===== config.mk =====
export PLATFORM = sky130hd
export DESIGN_NAME = regfile_write_buffer
export DESIGN_NICKNAME = d
export VERILOG_FILES = /design/src/rtl/regfile_write_buffer.sv
export SDC_FILE = /design/constraint.sdc
export NUM_CORES = 1
export LEC_CHECK = 0
export ABC_AREA = 0
export ABC_CLOCK_PERIOD_IN_PS = 5730
export CORE_MARGIN = 5
export CORE_UTILIZATION = 60
export DETAILED_ROUTE_END_ITERATION = 16
export GPL_TIMING_DRIVEN = 1
export PLACE_DENSITY = 0.83
export SKIP_LAST_GASP = 1
export SLEW_MARGIN = 10
export SYNTH_ARGS = -nofsm -noshare
export SYNTH_HDL_FRONTEND = slang
export SYNTH_SLANG_ARGS = --single-unit

===== constraint.sdc =====
create_clock -name clk -period 5.73 [get_ports clk]
set_input_delay 0.573 -clock clk [delete_from_list [all_inputs] [get_ports clk]]
set_output_delay 0.573 -clock clk [all_outputs]
set_load 0.05 [all_outputs]

===== src/rtl/regfile_write_buffer.sv =====
// ---------------------------------------------------------------------------
// regfile_write_buffer
//
// Write-side staging FIFO placed directly in front of the dual-write-port
// register file. It accepts one write request per cycle and drains up to two
// per cycle. The older entry always goes on port 1 and the newer one on
// port 2. The register file gives port 2 priority on an address collision,
// so a same-address pair still resolves in program order.
//
// Ports
//   clk        rising-edge clock
//   reset      synchronous, active-low reset
//   in_valid   write request present
//   in_ready   buffer accepts a request this cycle (registered occupancy only)
//   in_addr    destination register of the request
//   in_data    data of the request
//   drain_en   consumer commits we[] at this edge (its ce && en)
//   waddress1  address of the oldest entry
//   wdata1     data of the oldest entry
//   waddress2  address of the second-oldest entry
//   wdata2     data of the second-oldest entry
//   we         per-port write enables {port2, port1}
//   count      current occupancy, 0..DEPTH
//   full       count == DEPTH
//   empty      count == 0
// ---------------------------------------------------------------------------
module regfile_write_buffer #(
    parameter int DEPTH      = 8,
    parameter int PTR_WIDTH  = 3,
    parameter int ADDR_WIDTH = 5,
    parameter int WIDTH      = 8
) (
    input  logic                  clk,
    input  logic                  reset,
    input  logic                  in_valid,
    output logic                  in_ready,
    input  logic [ADDR_WIDTH-1:0] in_addr,
    input  logic [WIDTH-1:0]      in_data,
    input  logic                  drain_en,
    output logic [ADDR_WIDTH-1:0] waddress1,
    output logic [WIDTH-1:0]      wdata1,
    output logic [ADDR_WIDTH-1:0] waddress2,
    output logic [WIDTH-1:0]      wdata2,
    output logic [1:0]            we,
    output logic [PTR_WIDTH:0]    count,
    output logic                  full,
    output logic                  empty
);

    localparam logic [PTR_WIDTH:0] DEPTH_CNT = (PTR_WIDTH+1)'(DEPTH);
    localparam logic [PTR_WIDTH:0] ONE_CNT   = (PTR_WIDTH+1)'(1);

    // Number of entries retired at this edge: one per asserted write enable.
    function automatic logic [1:0] pop_count(input logic [1:0] w);
        return {1'b0, w[0]} + {1'b0, w[1]};
    endfunction

    // Entry storage. Contents are data only and are never cleared.
    logic [ADDR_WIDTH-1:0] addr_mem [DEPTH];
    logic [WIDTH-1:0]      data_mem [DEPTH];

    logic [PTR_WIDTH-1:0] rd_ptr;
    logic [PTR_WIDTH-1:0] wr_ptr;
    logic [PTR_WIDTH:0]   count_q;

    logic [PTR_WIDTH-1:0] rd_ptr_next;
    logic                 push;
    logic [1:0]           pops;

    assign count = count_q;
    assign full  = (count_q == DEPTH_CNT);
    assign empty = (count_q == '0);

    // Acceptance depends on registered occupancy only. A drain in the same
    // cycle does not open a slot until the following cycle. Reset low
    // forces the buffer to refuse requests.
    assign in_ready = reset && !full;
    assign push     = in_valid && in_ready;

    // The second entry sits one slot past the head, with natural wrap.
    assign rd_ptr_next = rd_ptr + PTR_WIDTH'(1);

    assign waddress1 = addr_mem[rd_ptr];
    assign wdata1    = data_mem[rd_ptr];
    assign waddress2 = addr_mem[rd_ptr_next];
    assign wdata2    = data_mem[rd_ptr_next];

    // Port 1 needs at least one entry and port 2 needs at least two. Both
    // are forced off while reset is low.
    assign we[0] = reset && drain_en && (count_q != '0);
    assign we[1] = reset && drain_en && (count_q > ONE_CNT);

    assign pops = pop_count(we);

    // Control state: pointers and occupancy
    always_ff @(posedge clk) begin
        if (!reset) begin
            rd_ptr  <= '0;
            wr_ptr  <= '0;
            count_q <= '0;
        end else begin
            if (push) begin
                wr_ptr <= wr_ptr + PTR_WIDTH'(1);
            end
            rd_ptr  <= rd_ptr + PTR_WIDTH'(pops);
            count_q <= count_q + (PTR_WIDTH+1)'(push) - (PTR_WIDTH+1)'(pops);
        end
    end

    // Data state: entry written at the tail on an accepted push
    always_ff @(posedge clk) begin
        if (push) begin
            addr_mem[wr_ptr] <= in_addr;
            data_mem[wr_ptr] <= in_data;
        end
    end

endmodule


### Yosys cells after proc, flatten, opt, wreduce, memory -nomap -nowiden

Memories as Yosys holds them, arrays and structs flattened. A register that Yosys moved wholly into a read port is not among the register bits.
Index checks and enable logic that the tools add are counted.

| storage, ports and cells | value |
|---|---|
| register bits after elaboration | 10 |
| memory bits (writable) | 104 |
| bits of input ports | 17 |
| output and inout bits | 35 |
| logic and storage cells | 25 |
| memories | 2 |

Memory list:

| name | depth | width | read ports | clocked after Yosys merged registers in | write ports | line | RTL |
|---|---|---|---|---|---|---|---|
| data_mem | 8 | 8 | 2 | 1 | 1 | 60 | `logic [WIDTH-1:0] data_mem [DEPTH];` |
| addr_mem | 8 | 5 | 2 | 1 | 1 | 59 | `logic [ADDR_WIDTH-1:0] addr_mem [DEPTH];` |

| operators by class | value |
|---|---|
| add/sub/neg operators | 6 |
| $lt $le $gt $ge | 1 |
| eq/ne operators | 1 |
| muxes and demuxes | 4 |
| reduce and logical (&&, ||, !) cells | 8 |

Operators by type and width:

| kind | count |
|---|---|
| $add 3x1->3 const B | 2 |
| $mux 3 | 2 |
| $logic_and 1x1->1 | 5 |
| $add 4x1->4 | 1 |
| $eq 4x4->1 const B | 1 |
| $gt 4x1->1 const B | 1 |
| $logic_not 4->1 | 1 |
| $reduce_bool 4->1 | 1 |
| $sub 4x2->4 | 1 |
| $add 3x2->3 | 1 |
| $add 1x1->2 | 1 |
| $mux 1 | 2 |
| $logic_not 1->1 | 1 |

### Longest topological paths before layout

Gate-level depths: netlist of run 1.

| depth | value |
|---|---|
| word-level depth | 6 |
| gate-level depth with buffers | 11 |
| depth with buffers taken out | 11 |

### Worst setup path after synthesis of run 1

OpenSTA, ideal clock, no wires.

| timing | value |
|---|---|
| path type | reg-to-reg |
| start | reg count_q[2] (netlist: count[2]) |
| end | reg count_q[1] (netlist: count[1]) |
| setup time | 115 ps |
| arrival time | 4,140 ps |
| data required time | 5,615 ps |
| setup slack | 1,475 ps |
| stages on the path, launching flop included | 11 |
| buffers on the path | 0 |
| clock period less this slack | 4,255 ps |
| cells stage by stage | dfxtp_1 > inv_1 > ha_1 > nor3b_1 > nor2_1 > ha_1 > ha_1 > inv_1 > ha_1 > fa_1 > and2_1 |

| on the way | value |
|---|---|
| elaborated cells on any way between the ends | 11 |
| those cells by class | add/sub (3); order compare (1); eq/ne (1); reduce/logical (6) |

RTL lines:

| item | line | RTL |
|---|---|---|
| start, declared | 64 | `logic [PTR_WIDTH:0] count_q;` |
| start signal, assigned | 106 | `count_q <= count_q + (PTR_WIDTH+1)'(push) - (PTR_WIDTH+1)'(pops);` |
| $reduce_bool 4->1 | 90 | `assign we[0] = reset && drain_en && (count_q != '0);` |
| $logic_and 1x1->1 | 90 |  |
| named net we[0] | 44 | `output logic [1:0] we,` |
| $add 1x1->2 | 55 | `return {1'b0, w[0]} + {1'b0, w[1]};` |
| $sub 4x2->4 | 106 |  |

The timed path passes the listed nets, and every way through them passes these cells.
A chain may end at the register's enable or synchronous reset.

### Worst setup path after layout of run 1

| timing | value |
|---|---|
| start | reg rd_ptr[2] |
| end | out waddress2[3] |

| on the way | value |
|---|---|
| cells in the longest elaborated chain, start to end | 2 |

RTL lines:

| item | line | RTL |
|---|---|---|
| start, declared | 62 | `logic [PTR_WIDTH-1:0] rd_ptr;` |
| start signal, assigned | 105 | `rd_ptr <= rd_ptr + PTR_WIDTH'(pops);` |
| $add 3x1->3 | 81 | `assign rd_ptr_next = rd_ptr + PTR_WIDTH'(1);` |
| $mem_v2 8x5 | n/a |  |
| end, declared | 42 | `output logic [ADDR_WIDTH-1:0] waddress2,` |

Every way passes these cells.

==> impl_metrics.json, run 1 <==
{
  "skew_ns": 0.0100,
  "io_buffer_count": 51,
  "gp_congestion": 0.734,
  "fin_cells": 462,
  "p_leak_nw": 2.25,
  "cp_num_buf_inv": 2,
  "wl_um": 11400,
  "tns_ns": 0,
  "dp.cells": 430,
  "routed_via_density": 6.35,
  "multiInputGateArea_um2": 2000,
  "arrival_ns": 3.55,
  "slowest_stage": "dfxtp_1",
  "power_density_nw_per_um2": 524,
  "drc_errors": 0,
  "fp-row-count": 35,
  "die_area_um2": 11200,
  "cts_post_setup_buffers_inserted": 0,
  "synth_area_per_cell_um2": 20.0,
  "antenna_found_initial": 0,
  "num_vias": 2934,
  "pin_count": 52,
  "path_cells": "xor2_1 -> buf_4 -> mux2_2 -> clkdlybuf4s50_1",
  "fp.dieW_um": 106,
  "slew_headroom": 0.218,
  "final_core_util": 0.738,
  "hold_viol": 0,
  "worst_setup_path_end_kind": "output port",
  "finalSetupViolations": 0,
  "clock-sinks": 114,
  "ctsHoldBuffers": 0,
  "grt_setup_unrepaired": "no",
  "cts_tree": "done",
  "drv_cap": 0,
  "fillers": 495,
  "fmax_mhz": 243,
  "grt_first_pass_wirelength_um": 18100,
  "critPathKind": "flop to output port",
  "worst_slew_pin_slew_ns": 1.17,
  "yosysUniqueCellTypes": 28,
  "path_max_fanout": 15,
  "ir_drop_mv": 0.346,
  "drive_gt1_frac": 0.271,
  "clock_latency_ns": 0.51,
  "seqCellArea_um2": 3320,
  "wl_per_cell_um": 24.7,
  "ys_ff_latch": 114,
  "grt_start_max_net_pins": 54,
  "post_cts_resized": 0,
  "grt_overflow_total": 0,
  "ys_warn_count": 0,
  "die_h_um": 106,
  "seq_area_frac_synth": 0.605,
  "synthesis.nets": 305,
  "grt_usage": 0.223,
  "clockBufferDepth": 2,
  "status": "completed",
  "syn_inst": 275,
  "cts_root_buf": "clkbuf_8",
  "max_stage_delay_ns": 0.93,
  "clk_pin_slew_ns": 0.06,
  "hpwl_um": 7120,
  "period_minus_slack_ns": 4.12,
  "drv_slew": 0,
  "cp.required_ns": 5.16,
  "first_global_vias": 3215,
  "drtPass1Iterations": 4,
  "startpoint_type": "flop",
  "cts_buffers": 17,
  "area_growth_pct": 21.7,
  "drtIter0Drc": 190,
  "cts_max_level": 4,
  "start_util": 0.606,
  "crit_family": "buffers and inverters",
  "nets": 368,
  "syn-cell-area_um2": 5500,
  "ant_nets": 0,
  "diodes": 0,
  "fin_crit_sh": 0.720,
  "hold_path_class": "flop to flop",
  "core_area_um2": 9060
}
[flip-flops by register name, indices dropped and copies added, names as in the netlist]
signal,count
wr_ptr,3
addr_mem,40
rd_ptr,3
data_mem,64
count,4
[logic make-up after synthesis]
family                     synth area share
DFF                                   0.605
adders and majority gates            0.0323
AOI/OAI and AO/OA                   0.00911
xor gates and xnor gates            0.00478
buffers and inverters                0.0342
and+or+nand+nor                      0.0269
muxes                                 0.288
[worst min-delay path: stages (launching register included)]
cell and delay [ns]:
dfxtp_1 0.33, o21ai_0 0.08, a21oi_1 0.07
[cell usage in the layout, fill, tap and decap left out, types with 2 or more instances in the layout]
| cell type | instances |
|---|---|
| nand2_1 | 5 |
| a21oi_1 | 4 |
| nor2_2 | 2 |
| nand2b_1 | 3 |
| and2_1 | 3 |
| nor2_1 | 9 |
| or3_1 | 2 |
| buf_4 | 9 |
| xor2_1 | 2 |
| clkinv_2 | 4 |
| clkinvlp_4 | 4 |
| dfxtp_1 | 9 |
| mux4_2 | 23 |
| mux4_1 | 29 |
| fa_1 | 2 |
| mux2_2 | 26 |
| edfxtp_1 | 104 |
| bufinv_16 | 4 |
| clkbuf_16 | 16 |
| nor3_2 | 2 |
| o21ai_0 | 3 |
| ha_1 | 11 |
| inv_1 | 11 |
| clkdlybuf4s50_1 | 51 |
[cell type report]
cell class,instances,share of cell area
inverters,11,0.00617
clock buffers,18,0.0625
flip-flops and latches,114,0.497
well taps,111,0.0208
clock inverters,14,0.0281
multi-input cells,134,0.299
repair buffers,60,0.0864
[metal layers]
metal	GRT usage	share of wire	vias to the layer above
met3	0.0600	0.056	13
met4	0.0749	0.020	0
met5	0	0	-
met1	0.280	0.39	1509
li1	-	-	1297
met2	0.379	0.53	115
[metrics by stage]
step,power (mW),hold slack (ns),cell area [um^2],setup slack (ns)
after CTS,3.54,0.521,6690,1.56
after global placement,2.45,0.495,6080,2.20
after detailed placement,2.47,0.511,6080,2.12
after floorplan,2.11,0.480,5500,1.47
after global routing,3.66,0.557,6690,1.49
final,3.51,0.526,6690,1.61
[where the power goes]
part           switching [mW]  total (mW)  internal [mW]  leakage (nW)
combinational           0.846        1.47          0.623         0.946
clock                   0.359        1.06          0.703         0.287
sequential             0.0267       0.975          0.948          1.02
total                    1.23        3.51           2.27          2.25
[final timing paths]
kind              cells after the start  startpoint            to  slack (ns)
setup reg to reg                     11    count[2]      count[2]        3.17
hold reg to reg                       2   wr_ptr[0]     wr_ptr[0]        0.53
setup / recovery                      4   rd_ptr[2]  waddress2[3]        1.61
hold / removal                        2   wr_ptr[0]     wr_ptr[0]        0.53
[Yosys cell counts (all sizes together)]
master	count	area (um^2)
clkbuf	2	7.51
nor3	2	10.0
ha	11	138
or3b	1	8.76
nor2	11	41.3
nand4	1	6.26
xor2	2	17.5
fa	2	40.0
nand2	5	18.8
inv	11	41.3
or3	2	12.5
a21oi	4	20.0
buf	14	139
nand3	1	5.00
mux2i	1	10.0
dfxtp	10	200
nand2b	3	18.8
mux2	26	293
nor3b	1	7.51
edfxtp	104	3120
mux4	52	1280
a21o	1	7.51
xnor2	1	8.76
and2	3	18.8
o211ai	1	7.51
o21ai	3	15.0
(Power assumes the default switching activity.)
==> inputs of run 2 (changes only) <==
- ABC_CLOCK_PERIOD_IN_PS: 5730 -> 3940
- CORE_UTILIZATION: 60 -> 57
- PLACE_DENSITY: 0.83 -> 0.79
- clock period: 5.73 -> 3.94 ns (I/O delays scaled with it)
==> run 2 against run 1 <==
Against the previous run: total power grew 46%; via count is essentially flat; hold slack improved by 0.011 ns; clock power rose by 24%; sequential share of layout area fell by 0.76 points; non-clock buffer count up 5.
==> impl_metrics.json, run 2 (synthesis results as in run 1) <==
{
  "cts_root_buf": "clkbuf_8",
  "drc_errors": 0,
  "period_minus_slack_ns": 3.50,
  "dr.max_layer_used": "met4",
  "ir_drop_mv": 0.455,
  "fp.dieW_um": 108,
  "worst_slew_pin_slew_ns": 0.888,
  "ant_nets": 0,
  "arrival_ns": 3.10,
  "p_sw_mw": 1.81,
  "cts_tree": "done",
  "p_leak_nw": 2.32,
  "skew_ns": 0.00821,
  "io_buffer_count": 51,
  "grt_usage": 0.200,
  "routed_via_density": 6.05,
  "critPathKind": "flop to output port",
  "fp-row-count": 35,
  "hold_path_class": "flop to flop",
  "cp.required_ns": 3.55,
  "hpwl_um": 6660,
  "drv_slew": 0,
  "fmax_mhz": 286,
  "regMostFlops": "data_mem",
  "r2r-start": "count[2]",
  "drtPass1Iterations": 5,
  "grt_overflow_total": 0,
  "drive_gt1_frac": 0.306,
  "hold_viol": 0,
  "worst_setup_path_end_kind": "output port",
  "start_util": 0.589,
  "drv_cap": 0,
  "area_growth_pct": 23.6,
  "dp.cells": 453,
  "wl_um": 10800,
  "drtIter0Drc": 182,
  "cts_post_setup_buffers_inserted": 0,
  "final_cell_mix": "104 x edfxtp_1, 38 x clkdlybuf4s50_1, 29 x mux4_1, 26 x mux2_2, 23 x mux4_2",
  "clock-sinks": 114,
  "nets": 373,
  "pin_count": 52,
  "largest_reg_flops": 64,
  "fin_cells": 485,
  "met2_length_um": 5630,
  "final_common_cell": "edfxtp_1",
  "path_max_fanout": 11,
  "wl_per_cell_um": 22.2,
  "first_global_vias": 3141,
  "worstSetupEndpoint": "wdata1[2]",
  "whs_ns": 0.537,
  "grt_setup_unrepaired": "no",
  "grt_start_max_net_pins": 26,
  "antenna_found_initial": 0,
  "fin_crit_sh": 0.887,
  "startpoint_type": "flop",
  "finalSetupViolations": 0,
  "wl_met1_um": 4530,
  "diodes": 0,
  "tns_ns": 0,
  "cts_max_level": 4,
  "p_sw_frac": 0.354,
  "die_h_um": 108,
  "die_area_um2": 11700,
  "clockBufferDepth": 2,
  "status": "completed",
  "clock_latency_ns": 0.51,
  "p_int_mw": 3.31,
  "power_density_nw_per_um2": 753,
  "core_area_um2": 9330,
  "cts_buffers": 17,
  "design_area_um2": 6790,
  "rrSetupSlack_ns": 1.48,
  "power_frac_seq": 0.285,
  "grt_first_pass_wirelength_um": 16800,
  "worstSetupStartpoint": "rd_ptr[1]",
  "clkPwrFrac": 0.257,
  "pwr-share-comb": 0.459,
  "reg2reg_to": "count[2]",
  "wl_met3_um": 511,
  "reg2reg_depth": 11,
  "clk_pin_slew_ns": 0.05,
  "num_vias": 2932,
  "post_cts_resized": 0,
  "slew_headroom": 0.407,
  "gp_congestion": 0.775,
  "place_area_um2": 6270,
  "ctsHoldBuffers": 0
}
-- run 2: through the flow --
step	util	worst slack [ns]	total power, mW
6_report	0.728	0.444	5.12
4_1_cts	0.728	0.407	5.17
2_1_floorplan	-	0.388	3.07
3_5_place_dp	0.673	0.979	3.84
3_3_place_gp	0.673	1.03	3.79
5_1_grt	0.728	0.336	5.34
-- run 2: layer usage --
layer | GRT usage | vias to the layer above
li1 | - | 1300
met1 | 0.252 | 1542
met2 | 0.336 | 81
met3 | 0.0663 | 9
met4 | 0.0532 | 0
met5 | 0 | -
-- run 2: cell type report --
cell class	instances	area [um^2]
repair buffers	65	746
inverters	11	41.3
clock inverters	13	95.1
clock buffers	19	422
fillers	562	2540
flip-flops and latches	114	3320
multi-input cells	134	2000
well taps	129	161
-- run 2: worst min path at each step --
stage / start / endpoint / depth (start not counted)
final: wr_ptr[0] / wr_ptr[0] / 2
after global routing: wr_ptr[0] / wr_ptr[0] / 2
after CTS: wr_ptr[0] / wr_ptr[0] / 2
after detailed placement: wr_ptr[0] / wr_ptr[0] / 2
after global placement: wr_ptr[0] / wr_ptr[0] / 2
after floorplan: wr_ptr[0] / wr_ptr[0] / 2
-- run 2: critical path, cell delays in order (launching register included) --
cell and delay [ns]:
dfxtp_1 0.68, buf_4 0.32, mux4_1 0.58, mux2_2 0.30, clkdlybuf4s50_1 0.70
-- run 2: power groups by stage --
stage	clock network (mW)	logic, mW	registers (mW)
floorplan	0	1.58	1.49
global placement	0	2.32	1.47
detailed placement	0	2.36	1.48
CTS	1.34	2.38	1.46
global route	1.41	2.47	1.46
finish	1.31	2.35	1.46
==> inputs of run 3 (changes only) <==
==> constraint.sdc (replaced) <==
create_clock -name clk -period 3.94 [get_ports clk]
set_input_delay 0.591 -clock clk [delete_from_list [all_inputs] [get_ports clk]]
set_output_delay 0.591 -clock clk [all_outputs]
set_load 0.05 [all_outputs]
==> run 3 against run 2 <==
Against the previous run: wire length grew 4.4%; sequential power is essentially flat; flip-flop and latch count did not move; register-to-register slack got worse by 0.08 ns; clock power rose by 12%; via count up 0.14%; global-route usage grew 1.5 points; die area stayed put; cell count is 0.41% higher; core utilization is 0.79 points higher; critical path type unchanged; highest routed layer unchanged.
==> impl_metrics.json, run 3 (synthesis results as in run 1) <==
{
  "status": "completed",
  "grt_first_pass_wirelength_um": 17900,
  "start_util": 0.589,
  "skew_ns": 0.00917,
  "num_vias": 2936,
  "cts_max_level": 4,
  "drtPass1Iterations": 6,
  "drc_errors": 0,
  "core_area_um2": 9330,
  "final_cell_mix": "104 x edfxtp_1, 38 x clkdlybuf4s50_1, 29 x mux4_1, 26 x mux2_2, 23 x mux4_2",
  "fin_crit_sh": 0.897,
  "final_common_cell": "edfxtp_1",
  "place_area_um2": 6290,
  "regMostFlops": "data_mem",
  "fp.dieW_um": 108,
  "grt_overflow_total": 0,
  "area_growth_pct": 24.9,
  "power_density_nw_per_um2": 769,
  "hold_viol": 0,
  "nets": 375,
  "hpwl_um": 6860,
  "routed_via_density": 6.03,
  "ctsHoldBuffers": 0,
  "pin_count": 52,
  "period_minus_slack_ns": 3.54,
  "dp.cells": 455,
  "grt_setup_unrepaired": "no",
  "grt_usage": 0.215,
  "ant_nets": 0,
  "largest_reg_flops": 64,
  "post_cts_resized": 0,
  "drv_slew": 0,
  "drv_cap": 0,
  "drtIter0Drc": 229,
  "drive_gt1_frac": 0.304,
  "seqCellArea_um2": 3320,
  "worst_setup_path_end_kind": "output port",
  "io_buffer_count": 51,
  "fillers": 542,
  "slew_headroom": 0.536,
  "cts_root_buf": "clkbuf_8",
  "gp_congestion": 0.732,
  "diodes": 0,
  "wl_um": 11200,
  "fp-row-count": 35,
  "startpoint_type": "flop",
  "die_h_um": 108,
  "clk_pin_slew_ns": 0.05,
  "fmax_mhz": 283,
  "rrSetupSlack_ns": 1.40,
  "cts_buffers": 17,
  "cp.required_ns": 3.35,
  "path_max_fanout": 22,
  "wl_per_cell_um": 23.1,
  "grt_start_max_net_pins": 29,
  "finalSetupViolations": 0,
  "arrival_ns": 2.95,
  "clock-sinks": 114,
  "fin_cells": 487,
  "clockBufferDepth": 2,
  "critPathKind": "flop to output port",
  "first_global_vias": 3142,
  "tns_ns": 0,
  "clock_latency_ns": 0.51,
  "antenna_found_initial": 0,
  "final_core_util": 0.736,
  "cts_tree": "done",
  "hold_path_class": "flop to flop",
  "design_area_um2": 6870,
  "die_area_um2": 11700,
  "cts_post_setup_buffers_inserted": 0,
  "p_leak_nw": 2.36,
  "multiInputGateArea_um2": 2000,
  "ir_drop_mv": 0.503,
  "worst_slew_pin_slew_ns": 0.694
}
==> run 3: changes by cell type in the layout (fill, tap and decap cells not counted), moves of 2 or more <==
cell and delta:
clkbuf_1 +3, clkinv_2 -5, clkbuf_8 +5, clkinv_1 -2, buf_4 +2
==> run 3: final timing paths <==
path,startpoint,end,depth (start not counted)
max,rd_ptr[0],waddress1[2],4
min,wr_ptr[0],wr_ptr[0],2
max reg2reg,count[2],count[2],11
min reg2reg,wr_ptr[0],wr_ptr[0],2
==> run 3: layout make-up <==
cell class	count	share of cell area
Clock buffer	27	0.0731
Multi-Input combinational cell	134	0.291
Sequential cell	114	0.484
Inverter	11	0.00601
Clock inverter	5	0.0111
Tap cell	129	0.0235
Timing Repair Buffer	67	0.111
==> run 3: power by group <==
part	total [mW]	internal (mW)	switching, mW
clock	1.47	0.980	0.487
sequential	1.45	1.38	0.0707
combinational	2.37	1.11	1.25
total	5.28	3.47	1.81
==> run 3: per-stage QoR <==
step / power [mW] / hold WS [ns] / setup slack (ns)
6_report: 5.28 / 0.525 / 0.404
5_1_grt: 5.51 / 0.589 / 0.263
4_1_cts: 5.33 / 0.522 / 0.343
3_5_place_dp: 3.84 / 0.508 / 0.813
3_3_place_gp: 3.80 / 0.503 / 0.960
2_1_floorplan: 3.07 / 0.480 / 0.388
==> run 3: critical path, stage by stage (launching register included) <==
cell	delay, ns
dfxtp_2	0.64
buf_4	0.42
mux4_2	0.36
mux2_2	0.30
clkdlybuf4s50_1	0.71
==> run 3: metal layers <==
metal / GRT usage / share of wire
met5: 0 / 0
met4: 0.0622 / 0.010
met3: 0.0579 / 0.072
met2: 0.377 / 0.54
met1: 0.264 / 0.37
